$ cat src/rtl/adder_pkg.sv
// Shared definitions for the nibble-serial adder: slice width and FSM state type.
`timescale 1ns/1ps
package adder_pkg;

  localparam int NIBBLE_W = 4;

  typedef enum logic [1:0] {
    IDLE = 2'd0,
    RUN  = 2'd1,
    DONE = 2'd2
  } state_t;

endpackage

$ cat src/rtl/nibble_serial_adder_if.sv
// Operand/result handshake bundle for nibble_serial_adder.
// in_valid/in_ready and out_valid/out_ready: a transfer happens on a rising edge where both are high; valid never depends on ready.
`timescale 1ns/1ps
interface nibble_serial_adder_if #(
  parameter int NIBBLES = 4
) ();
  localparam int W = 4 * NIBBLES;

  logic         in_valid;
  logic         in_ready;
  logic [W-1:0] a;
  logic [W-1:0] b;
  logic         c_in;
  logic         out_valid;
  logic         out_ready;
  logic [W-1:0] sum;
  logic         c_out;
  logic         busy;

  modport master (
    output in_valid, a, b, c_in, out_ready,
    input  in_ready, out_valid, sum, c_out, busy
  );

  modport slave (
    input  in_valid, a, b, c_in, out_ready,
    output in_ready, out_valid, sum, c_out, busy
  );
endinterface

$ cat src/rtl/rca.sv
// 4-bit ripple-carry adder used as the per-cycle datapath slice.
`timescale 1ns/1ps
module rca
  import adder_pkg::*;
(
  input  logic [NIBBLE_W-1:0] a,
  input  logic [NIBBLE_W-1:0] b,
  input  logic                ci,
  output logic [NIBBLE_W-1:0] s,
  output logic                co
);

  logic [NIBBLE_W:0] c;

  always_comb begin
    c    = '0;
    s    = '0;
    c[0] = ci;
    for (int i = 0; i < NIBBLE_W; i++) begin
      s[i]   = a[i] ^ b[i] ^ c[i];
      c[i+1] = (a[i] & b[i]) | (c[i] & (a[i] ^ b[i]));
    end
  end

  assign co = c[NIBBLE_W];

endmodule

$ cat src/rtl/nibble_serial_adder.sv
// Wide adder that processes one 4-bit slice per cycle, LSB nibble first,
// carrying between slices in a register; result returned over a valid/ready handshake.
`timescale 1ns/1ps
module nibble_serial_adder
  import adder_pkg::*;
#(
  parameter int NIBBLES = 4
) (
  input  logic                  clk,
  input  logic                  rst,
  nibble_serial_adder_if.slave  bus,
  output state_t                dbg_state
);

  localparam int W  = NIBBLE_W * NIBBLES;
  localparam int CW = (NIBBLES > 1) ? $clog2(NIBBLES) : 1;
  localparam logic [CW-1:0] LAST = CW'(NIBBLES - 1);

  state_t          state_q, state_d;
  logic [W-1:0]    a_sh_q, a_sh_d;
  logic [W-1:0]    b_sh_q, b_sh_d;
  logic [W-1:0]    sum_sh_q, sum_sh_d;
  logic [W-1:0]    sum_shift;
  logic            carry_q, carry_d;
  logic [CW-1:0]   cnt_q, cnt_d;
  logic [NIBBLE_W-1:0] slice_s;
  logic            slice_co;

  rca u_rca (
    .a  (a_sh_q[NIBBLE_W-1:0]),
    .b  (b_sh_q[NIBBLE_W-1:0]),
    .ci (carry_q),
    .s  (slice_s),
    .co (slice_co)
  );

  // Each new slice enters at the top so the LSB nibble ends up at the bottom after NIBBLES shifts.
  generate
    if (NIBBLES == 1) begin : g_single
      assign sum_shift = slice_s;
    end else begin : g_multi
      assign sum_shift = {slice_s, sum_sh_q[W-1:NIBBLE_W]};
    end
  endgenerate

  always_comb begin
    state_d  = state_q;
    a_sh_d   = a_sh_q;
    b_sh_d   = b_sh_q;
    sum_sh_d = sum_sh_q;
    carry_d  = carry_q;
    cnt_d    = cnt_q;
    case (state_q)
      IDLE: begin
        if (bus.in_valid) begin
          a_sh_d  = bus.a;
          b_sh_d  = bus.b;
          carry_d = bus.c_in;
          cnt_d   = '0;
          state_d = RUN;
        end
      end
      RUN: begin
        sum_sh_d = sum_shift;
        carry_d  = slice_co;
        a_sh_d   = a_sh_q >> NIBBLE_W;
        b_sh_d   = b_sh_q >> NIBBLE_W;
        if (cnt_q == LAST) begin
          state_d = DONE;
        end else begin
          cnt_d = cnt_q + 1'b1;
        end
      end
      DONE: begin
        if (bus.out_ready) begin
          state_d = IDLE;
        end
      end
      default: state_d = IDLE;
    endcase
  end

  always_ff @(posedge clk) begin
    if (rst) begin
      state_q  <= IDLE;
      a_sh_q   <= '0;
      b_sh_q   <= '0;
      sum_sh_q <= '0;
      carry_q  <= 1'b0;
      cnt_q    <= '0;
    end else begin
      state_q  <= state_d;
      a_sh_q   <= a_sh_d;
      b_sh_q   <= b_sh_d;
      sum_sh_q <= sum_sh_d;
      carry_q  <= carry_d;
      cnt_q    <= cnt_d;
    end
  end

  assign bus.in_ready  = (state_q == IDLE);
  assign bus.out_valid = (state_q == DONE);
  assign bus.busy      = (state_q != IDLE);
  assign bus.sum       = sum_sh_q;
  assign bus.c_out     = carry_q;
  assign dbg_state     = state_q;

endmodule

$ cat src/flat_wrapper.sv
// flat-port wrapper written by rule: the top's interface ports become plain ports
module nibble_serial_adder_flat import adder_pkg::*;
#(
  parameter int NIBBLES = 4
)
  (clk, rst, dbg_state, bus_in_valid, bus_a, bus_b, bus_c_in, bus_out_ready, bus_in_ready, bus_out_valid, bus_sum, bus_c_out, bus_busy);
  nibble_serial_adder_if #(.NIBBLES(NIBBLES)) bus_i ();
  input  logic clk;
  input  logic rst;
  output state_t dbg_state;
  input wire logic [$bits(bus_i.in_valid)-1:0] bus_in_valid;
  input wire logic [$bits(bus_i.a)-1:0] bus_a;
  input wire logic [$bits(bus_i.b)-1:0] bus_b;
  input wire logic [$bits(bus_i.c_in)-1:0] bus_c_in;
  input wire logic [$bits(bus_i.out_ready)-1:0] bus_out_ready;
  output wire logic [$bits(bus_i.in_ready)-1:0] bus_in_ready;
  output wire logic [$bits(bus_i.out_valid)-1:0] bus_out_valid;
  output wire logic [$bits(bus_i.sum)-1:0] bus_sum;
  output wire logic [$bits(bus_i.c_out)-1:0] bus_c_out;
  output wire logic [$bits(bus_i.busy)-1:0] bus_busy;
  assign bus_i.in_valid = bus_in_valid;
  assign bus_i.a = bus_a;
  assign bus_i.b = bus_b;
  assign bus_i.c_in = bus_c_in;
  assign bus_i.out_ready = bus_out_ready;
  assign bus_in_ready = bus_i.in_ready;
  assign bus_out_valid = bus_i.out_valid;
  assign bus_sum = bus_i.sum;
  assign bus_c_out = bus_i.c_out;
  assign bus_busy = bus_i.busy;
  nibble_serial_adder #(.NIBBLES(NIBBLES)) u_core (.clk(clk), .rst(rst), .bus(bus_i), .dbg_state(dbg_state));
endmodule
$ cat config.mk
export PLATFORM = sky130hd
export DESIGN_NAME = nibble_serial_adder_flat
export DESIGN_NICKNAME = d
export VERILOG_FILES = /design/src/rtl/adder_pkg.sv /design/src/rtl/nibble_serial_adder_if.sv /design/src/rtl/rca.sv /design/src/rtl/nibble_serial_adder.sv /design/src/flat_wrapper.sv
export SDC_FILE = /design/constraint.sdc
export NUM_CORES = 1
export LEC_CHECK = 0
export CORE_MARGIN = 2
export CORE_UTILIZATION = 35
export CTS_CLUSTER_SIZE = 10
export DETAILED_ROUTE_END_ITERATION = 12
export SLEW_MARGIN = 20
export SYNTH_ARGS = -nofsm -noshare
export SYNTH_HDL_FRONTEND = slang
export SYNTH_SLANG_ARGS = --single-unit
$ cat constraint.sdc
create_clock -name clk -period 2.79 [get_ports clk]
set_input_delay 0.837 -clock clk [delete_from_list [all_inputs] [get_ports clk]]
set_output_delay 0.837 -clock clk [all_outputs]
set_load 0.005 [all_outputs]
# ---- Word level (Yosys, flattened, before mapping)
# Cells that the tools add are included.
dict set report word_totals {
  ff_bits 53
  wordCells 53
  out_inout_bits 22
}
dict set report classes {
  reduce_logical 6
  addsub 1
  n_eq_ne 7
  mux 13
  bitwise 20
}
# op count
set ops {}
lappend ops {{case mux 16 bit (2 select lines)} 2}
lappend ops {{two-way mux 16 bit} 2}
lappend ops {{two-way mux 2 bit} 5}
lappend ops {{AND 1 bit} 8}
lappend ops {{XOR 1 bit} 8}
lappend ops {{!= test 2 bit (second input constant)} 3}
lappend ops {{case mux 2 bit (3 select lines)} 1}
lappend ops {{AND reduction 3 bit} 2}
lappend ops {{== test 2 bit (second input constant)} 2}
lappend ops {{OR 1 bit} 4}
lappend ops {{case mux 2 bit (2 select lines)} 1}
lappend ops {{nonzero test 2 bit} 2}
lappend ops {{adder 2 x 1 -> 2 bit (second input constant)} 1}
lappend ops {{== test 2 x 1 -> 1 bit (second input constant)} 1}
lappend ops {{logical NOT 2 bit} 1}
lappend ops {{!= test 2 x 1 -> 1 bit (second input constant)} 1}
lappend ops {{case mux 1 bit (2 select lines)} 1}
lappend ops {{AND reduction 2 bit} 1}
lappend ops {{two-way mux 1 bit} 1}

# ---- Depth between registers and ports, before layout
# Gate-level depths: netlist (run 1).
dict set report logic_depth {
  word_depth 10
  depth_mapped 9
  depth_no_buf 9
}

# ---- By module
# A second synthesis (run 1) with hierarchy kept.
dict set report unflattened {
  cells_unflattened 273
  hier_area_um2 2297.2
}
# module cells_per_inst n_inst area_each_um2
set modules_own_cells {}
lappend modules_own_cells {nibble_serial_adder 259 1 2179.6}
lappend modules_own_cells {rca 14 1 117.6}

# ---- Worst setup path after synthesis (run 1)
# OpenSTA, ideal clock, no wires.
dict set report synth_path {
  path_kind {register to register}
  startpoint {register u_core.carry_q (netlist: u_core.bus.c_out)}
  endpoint {register u_core.sum_sh_q[15] (netlist: u_core.bus.sum[15])}
  path_buffers 0
  slack_ns 0.740
  arrival_ns 1.964
  stages_incl_launch_ff 9
  period_less_slack_ns 2.050
  t_required_ns 2.704
  path_cell_list {dfxtp_1 -> fa_1 -> inv_1 -> fa_1 -> inv_1 -> fa_1 -> inv_1 -> fa_1 -> a211oi_1}
}
dict set report synth_between {
  elab_chain_cells 7
}
# item line
set synth_rtl {}
lappend synth_rtl {{from (decl)} nibble_serial_adder.sv:24} ;# logic carry_q, carry_d;
lappend synth_rtl {{from (signal assigned)} nibble_serial_adder.sv:96} ;# carry_q <= carry_d;
lappend synth_rtl {{AND 1 bit} rca.sv:21} ;# c[i+1] = (a[i] & b[i]) | (c[i] & (a[i] ^ b[i]));
lappend synth_rtl {{OR 1 bit} rca.sv:21}
lappend synth_rtl {{AND 1 bit} rca.sv:21}
lappend synth_rtl {{OR 1 bit} rca.sv:21}
lappend synth_rtl {{AND 1 bit} rca.sv:21}
lappend synth_rtl {{OR 1 bit} rca.sv:21}
lappend synth_rtl {{XOR 1 bit} rca.sv:20} ;# s[i] = a[i] ^ b[i] ^ c[i];
lappend synth_rtl {{to (signal assigned)} nibble_serial_adder.sv:95} ;# sum_sh_q <= sum_sh_d;
lappend synth_rtl {{to (decl)} nibble_serial_adder.sv:22} ;# logic [W-1:0] sum_sh_q, sum_sh_d;
# Every way passes these cells.
# A chain may end at the register's enable or synchronous reset.

# ---- Final worst setup path (run 1)
dict set report layout_path {
  startpoint {register u_core.state_q[1] (netlist: u_core.dbg_state[1])}
  endpoint {output bus_out_valid}
}
dict set report layout_between {
  elab_chain_cells 1
}
# item line
set layout_rtl {}
lappend layout_rtl {{from (decl)} nibble_serial_adder.sv:19} ;# state_t state_q, state_d;
lappend layout_rtl {{from (signal assigned)} nibble_serial_adder.sv:92} ;# state_q <= state_d;
lappend layout_rtl {{== test 2 bit} nibble_serial_adder.sv:102} ;# assign bus.out_valid = (state_q == DONE);
lappend layout_rtl {{to (decl)} flat_wrapper.sv:17} ;# output wire logic [$bits(bus_i.out_valid)-1:0] bus_out_valid;
# Every way passes these cells.

==> results.ini, run 1 <==
[outcome]
status = finished clean

[yosys]
yosys_warnings = 0
yosys-top-cells-area = dfxtp_1 46%, a21oi_1 9.1%, nand2_1 8.6%, a211oi_2 7.0%, nor2_1 4.2%
synth_edf_count = 0
yosysSeqAreaShare_pct = 45.7
yosysTopAreaCell = dfxtp_1
synth_seq_cells = 53
syn_area_per_cell_sq_um = 8.82
ys.flop_type = dfxtp_1
ys_types = 29
synth_top_area_share_pct = 45.7
syn-cell-area_sq_um = 2320
syn_nets = 305
synth_cells = 263
async_flop_share_pct = 0

[clock_network]
cts_sinks = 53
cts_hold_buf = 0
cts.clk_slew.worst_paths_ns = 0.10
clockRootBuffer = clkbuf_8
cts-htree-levels = 2
post_cts.repair.setup_buffers = 0
tritoncts = built
clk_latency_ns = 0.30
ctsLongestPathBuffers = 2
cts_resized = 0
cts_buffers = 5

[finish]
postLayoutCoreUtil_pct = 47.4
syn_to_final_growth_pct = 30.5
final_common_cell = clkdlybuf4s50_1
drive_above_1_share_pct = 13.3
final_cell_mix = 57 x clkdlybuf4s50_1, 53 x nand2_1, 53 x dfxtp_1
stdcell_area_sq_um = 3030
nNetsFinal = 356
diodes = 0
fill_cells = 616

[grt]
grt_use_met2_pct = 23.4
grt_use_met3_pct = 3.21
grt_max_degree = 37
grt_pass1_vias = 1900
antenna_found_initial = 0
grt_pass1_wl_um = 8880
grt_usage_pct = 15.0
use_met1_pct = 20.9
grt_overflow = 0
top_usage_layer = met2

[power_and_ir_drop]
total_power_mw = 1.58
ir_worst_vdd_mv = 0.293
leakage_nw = 1.13
power_density_nw_per_um2 = 521

[sta]
post-route-period-util_pct = 88.3
max_freq_ghz = 0.406
max-slew-margin-rel_pct = 50.2
timing_hold_violations_final = 0
tightestPinTransition_ns = 0.746
layout_setup_ws_ns = 0.326
fin_skew_ns = 0.0122
slew_violations = 0
setup-violations-final = 0
finalSetupTns_ns = 0
rsz0062_at_grt = false
period_minus_slack_ns = 2.46

[drt]
drtIter0Drc = 117
wl_um = 5190
vias = 1953
wl_per_cell_um = 13.2
first_pass_iters = 4
antenna_left = 0
drc = 0
vias_per_cell = 4.98

[critical_path]
cp_max_fo = 9
rr_startpoint = u_core.bus.c_out
end_kind = output pin
crit_required_ns = 1.95
crit_end = bus_out_valid
worst-setup-path-type = flop to output pin
startpoint_type = flop
reg2reg_slack_ns = 0.60
worstReg2RegEnd = u_core.bus.sum[15]
cp.arrival_ns = 1.63
reg2reg_depth = 8
cp-startpoint = u_core.dbg_state[1]

[placement]
portBuffers = 58
dp_slack_ns = 0.405
dpl_cell_area_sq_um = 2940
hpwl_um = 3510
place.gp.congestion = 0.751

[die]
initial_core_util_pct = 36.3
design.core.area_sq_um = 6390
io_pins = 59
dieArea_sq_um = 7290
fp-row-count = 29
dieWidth_um = 85.4
die_height_um = 85.4

[job]
maxCapViolCount = 0

[worst_hold_path]
hold_class = flop to flop

worst min-delay path by stage:
stage | start | to | slack [ns] | cells past startpoint
final | u_core.bus.sum[3] | u_core.bus.sum[3] | 0.46 | 2
after CTS | u_core.bus.sum[3] | u_core.bus.sum[3] | 0.46 | 2
after detailed placement | u_core.bus.sum[3] | u_core.bus.sum[3] | 0.45 | 2
after global placement | u_core.bus.sum[3] | u_core.bus.sum[3] | 0.44 | 2
after global routing | u_core.bus.sum[3] | u_core.bus.sum[3] | 0.49 | 2
after floorplan | u_core.bus.sum[0] | u_core.bus.sum[0] | 0.45 | 2
where the power goes:
part	internal [mW]	leakage (nW)	total, mW	switching (mW)
logic	0.151	0.649	0.309	0.158
registers	0.808	0.436	0.840	0.0317
clock network	0.179	0.0456	0.429	0.250
area by class of cell:
type / count / area (sq um) / area share [%]
clock buffer: 6 / 72.6 / 2.40
clock inverter: 2 / 13.8 / 0.455
inverter: 10 / 37.5 / 1.24
multi-input combinational: 179 / 1110 / 36.5
sequential: 53 / 1060 / 35.0
tap: 77 / 96.3 / 3.18
timing repair buffer: 65 / 641 / 21.2
synthesized netlist by cell type, types with 2 or more instances:
master    instances
nor2b_1           3
nand2_1          53
buf_4             7
a22oi_1           9
inv_1            10
a21oi_2           4
a211oi_2         13
dfxtp_1          53
buf_2             8
nor2_1           26
a21oi_1          42
a211oi_1          2
o21ai_0           8
a221oi_2          4
fa_1              4
clkbuf_1          4
cell families after synthesis:
group | count (synthesis) | synth area share (%)
and+or+nand+nor | 87 | 15.5
adders and majority gates | 5 | 3.99
AOI/OAI and AO/OA | 87 | 27.8
DFF | 53 | 45.7
buffers and inverters | 31 | 6.90
critical path, stage by stage (launching register included):
cell and delay, ns:
dfxtp_1 0.57, nor2b_1 0.23, clkdlybuf4s50_1 0.52
routing by layer:
metal | wire [um] | up-vias
met3 | 257 | 4
met5 | 0 | -
li1 | - | 993
met1 | 2580 | 906
met4 | 33 | 0
met2 | 2320 | 50
stage by stage:
stage,hold WS [ns],std cells
6_report,0.458,392
4_1_cts,0.461,392
3_3_place_gp,0.443,384
5_1_grt,0.491,392
3_5_place_dp,0.447,384
2_1_floorplan,0.453,263
flip-flops by register name, indices dropped and copies added (netlist names):
register / count
u_core.bus.sum: 16
u_core.bus.c_out: 1
u_core.dbg_state: 2
u_core.a_sh_q: 16
u_core.cnt_q: 2
u_core.b_sh_q: 16
Note: power is estimated with default switching activity, not from simulation.
==> inputs of run 2 (changes only) <==
- HOLD_SLACK_MARGIN: unset -> 0.03
- clock period: 2.79 -> 2.81 ns (I/O delays scaled with it)
==> results.ini, run 2 (synthesized netlist as in run 1, its figures left out) <==
[die]
fp-row-count = 29  ; unchanged
dieArea_sq_um = 7290  ; unchanged
initial_core_util_pct = 36.3  ; unchanged
die_height_um = 85.4  ; unchanged
design.core.area_sq_um = 6390  ; unchanged
dieWidth_um = 85.4  ; unchanged
io_pins = 59  ; unchanged

[placement]
portBuffers = 58  ; unchanged
dpl_cell_area_sq_um = 2940  ; unchanged
place.gp.congestion = 0.751  ; unchanged
dp_slack_ns = 0.429  ; +0.0249 ns
hpwl_um = 3510  ; about the same
place_inst = 384  ; unchanged

[sta]
tightestPinTransition_ns = 0.732  ; -0.0138 ns
finalSetupTns_ns = 0  ; unchanged
post-route-period-util_pct = 87.9
rsz0062_at_grt = false
max_freq_ghz = 0.405
setup-violations-final = 0  ; unchanged
whs_ns = 0.456  ; -0.00146 ns
layout_setup_ws_ns = 0.340  ; +0.0145 ns
slew_violations = 0  ; unchanged
timing_hold_violations_final = 0  ; unchanged
fin_skew_ns = 0.0100  ; -0.00216 ns
period_minus_slack_ns = 2.47
max-slew-margin-rel_pct = 51.1  ; +0.92 points

[drt]
wl_per_cell_um = 13.2  ; about the same
vias = 1968  ; +0.77%
drc = 0  ; unchanged
drtIter0Drc = 85  ; -27%
vias_per_cell = 5.02  ; +0.77%
wl_um = 5190  ; about the same
first_pass_iters = 4  ; unchanged
antenna_left = 0  ; unchanged

[critical_path]
rr_startpoint = u_core.bus.c_out
cp.buffers_inverters = 1  ; unchanged
critPathSlowestCell = dfxtp_1
worst-setup-path-type = flop to output pin
startpoint_type = flop
worstPathCellList = nor2b_1 > clkdlybuf4s50_1
cp.arrival_ns = 1.63  ; about the same
cp_top_family = flip-flops
end_kind = output pin
crit_required_ns = 1.97  ; +0.02 ns
critical_path.max_stage_delay_ns = 0.57  ; about the same
cp-startpoint = u_core.dbg_state[1]
cp_max_fo = 9  ; unchanged

[clock_network]
cts_hold_buf = 0  ; unchanged
clockRootBuffer = clkbuf_8
cts_sinks = 53  ; unchanged
cts_resized = 0  ; unchanged
clk_latency_ns = 0.30  ; about the same
cts-htree-levels = 2  ; unchanged
cts_buffers = 5  ; unchanged
tritoncts = built
ctsLongestPathBuffers = 2  ; unchanged
cts.clk_slew.worst_paths_ns = 0.09  ; about the same
post_cts.repair.setup_buffers = 0  ; unchanged

[grt]
grt_max_degree = 37  ; unchanged
antenna_found_initial = 0  ; unchanged
grt_pass1_vias = 1936  ; +1.9%
grt_usage_pct = 15.2  ; +0.21 points
grt_overflow = 0  ; unchanged
grt_pass1_wl_um = 9050  ; +1.9%

[finish]
final_cell_mix = 57 x clkdlybuf4s50_1, 53 x nand2_1, 53 x dfxtp_1
final_common_cell = clkdlybuf4s50_1
nNetsFinal = 356  ; unchanged
stdcell_area_sq_um = 3030  ; unchanged
fill_cells = 620  ; +0.65%
postLayoutCoreUtil_pct = 47.4  ; unchanged
multi_input_area_sq_um = 1110  ; unchanged
syn_to_final_growth_pct = 30.5  ; unchanged
drive_above_1_share_pct = 13.3  ; unchanged
seq_area_sq_um = 1060  ; unchanged
fin_cells = 392  ; unchanged
diodes = 0  ; unchanged

[power_and_ir_drop]
total_power_mw = 1.56  ; -1.2%
ir_worst_vdd_mv = 0.271  ; -7.2%
leakage_nw = 1.13  ; unchanged
power_density_nw_per_um2 = 515  ; -1.2%

[worst_hold_path]
hold_start = u_core.bus.sum[3]
hold_class = flop to flop

[job]
maxCapViolCount = 0  ; unchanged

[outcome]
status = finished clean

## run 2: worst paths after layout
kind / end / slack (ns) / depth (start not counted)
worst max-delay path: bus_out_valid / 0.34 / 2
worst min-delay path: u_core.bus.sum[3] / 0.46 / 2
worst max register to register: u_core.bus.sum[15] / 0.64 / 8
worst min register to register: u_core.bus.sum[3] / 0.46 / 2
## run 2: final cells by class
class	count	area share [%]
multi-input cells	179	36.5
flip-flops and latches	53	35.0
repair buffers	65	21.2
well taps	77	3.18
clock buffers	6	2.40
inverters	10	1.24
clock inverters	2	0.455
## run 2: power by group
part / total (mW) / internal [mW] / switching [mW]
registers: 0.834 / 0.802 / 0.0311
clock network: 0.418 / 0.178 / 0.240
logic: 0.307 / 0.150 / 0.157
## run 2: worst min-delay path, delay by kind of cell, from the launching register on
family	cells	cell delay, ns
DFF	1	0.32
and+or+nand+nor	1	0.05
AOI/OAI and AO/OA	1	0.05
## run 2: per-layer routing
metal	GRT usage, %	vias up	part of all wire (%)
li1	-	998	-
met1	21.0	915	49
met2	24.3	50	45
met3	3.40	5	5.4
met4	3.46	0	0.73
met5	0	-	0
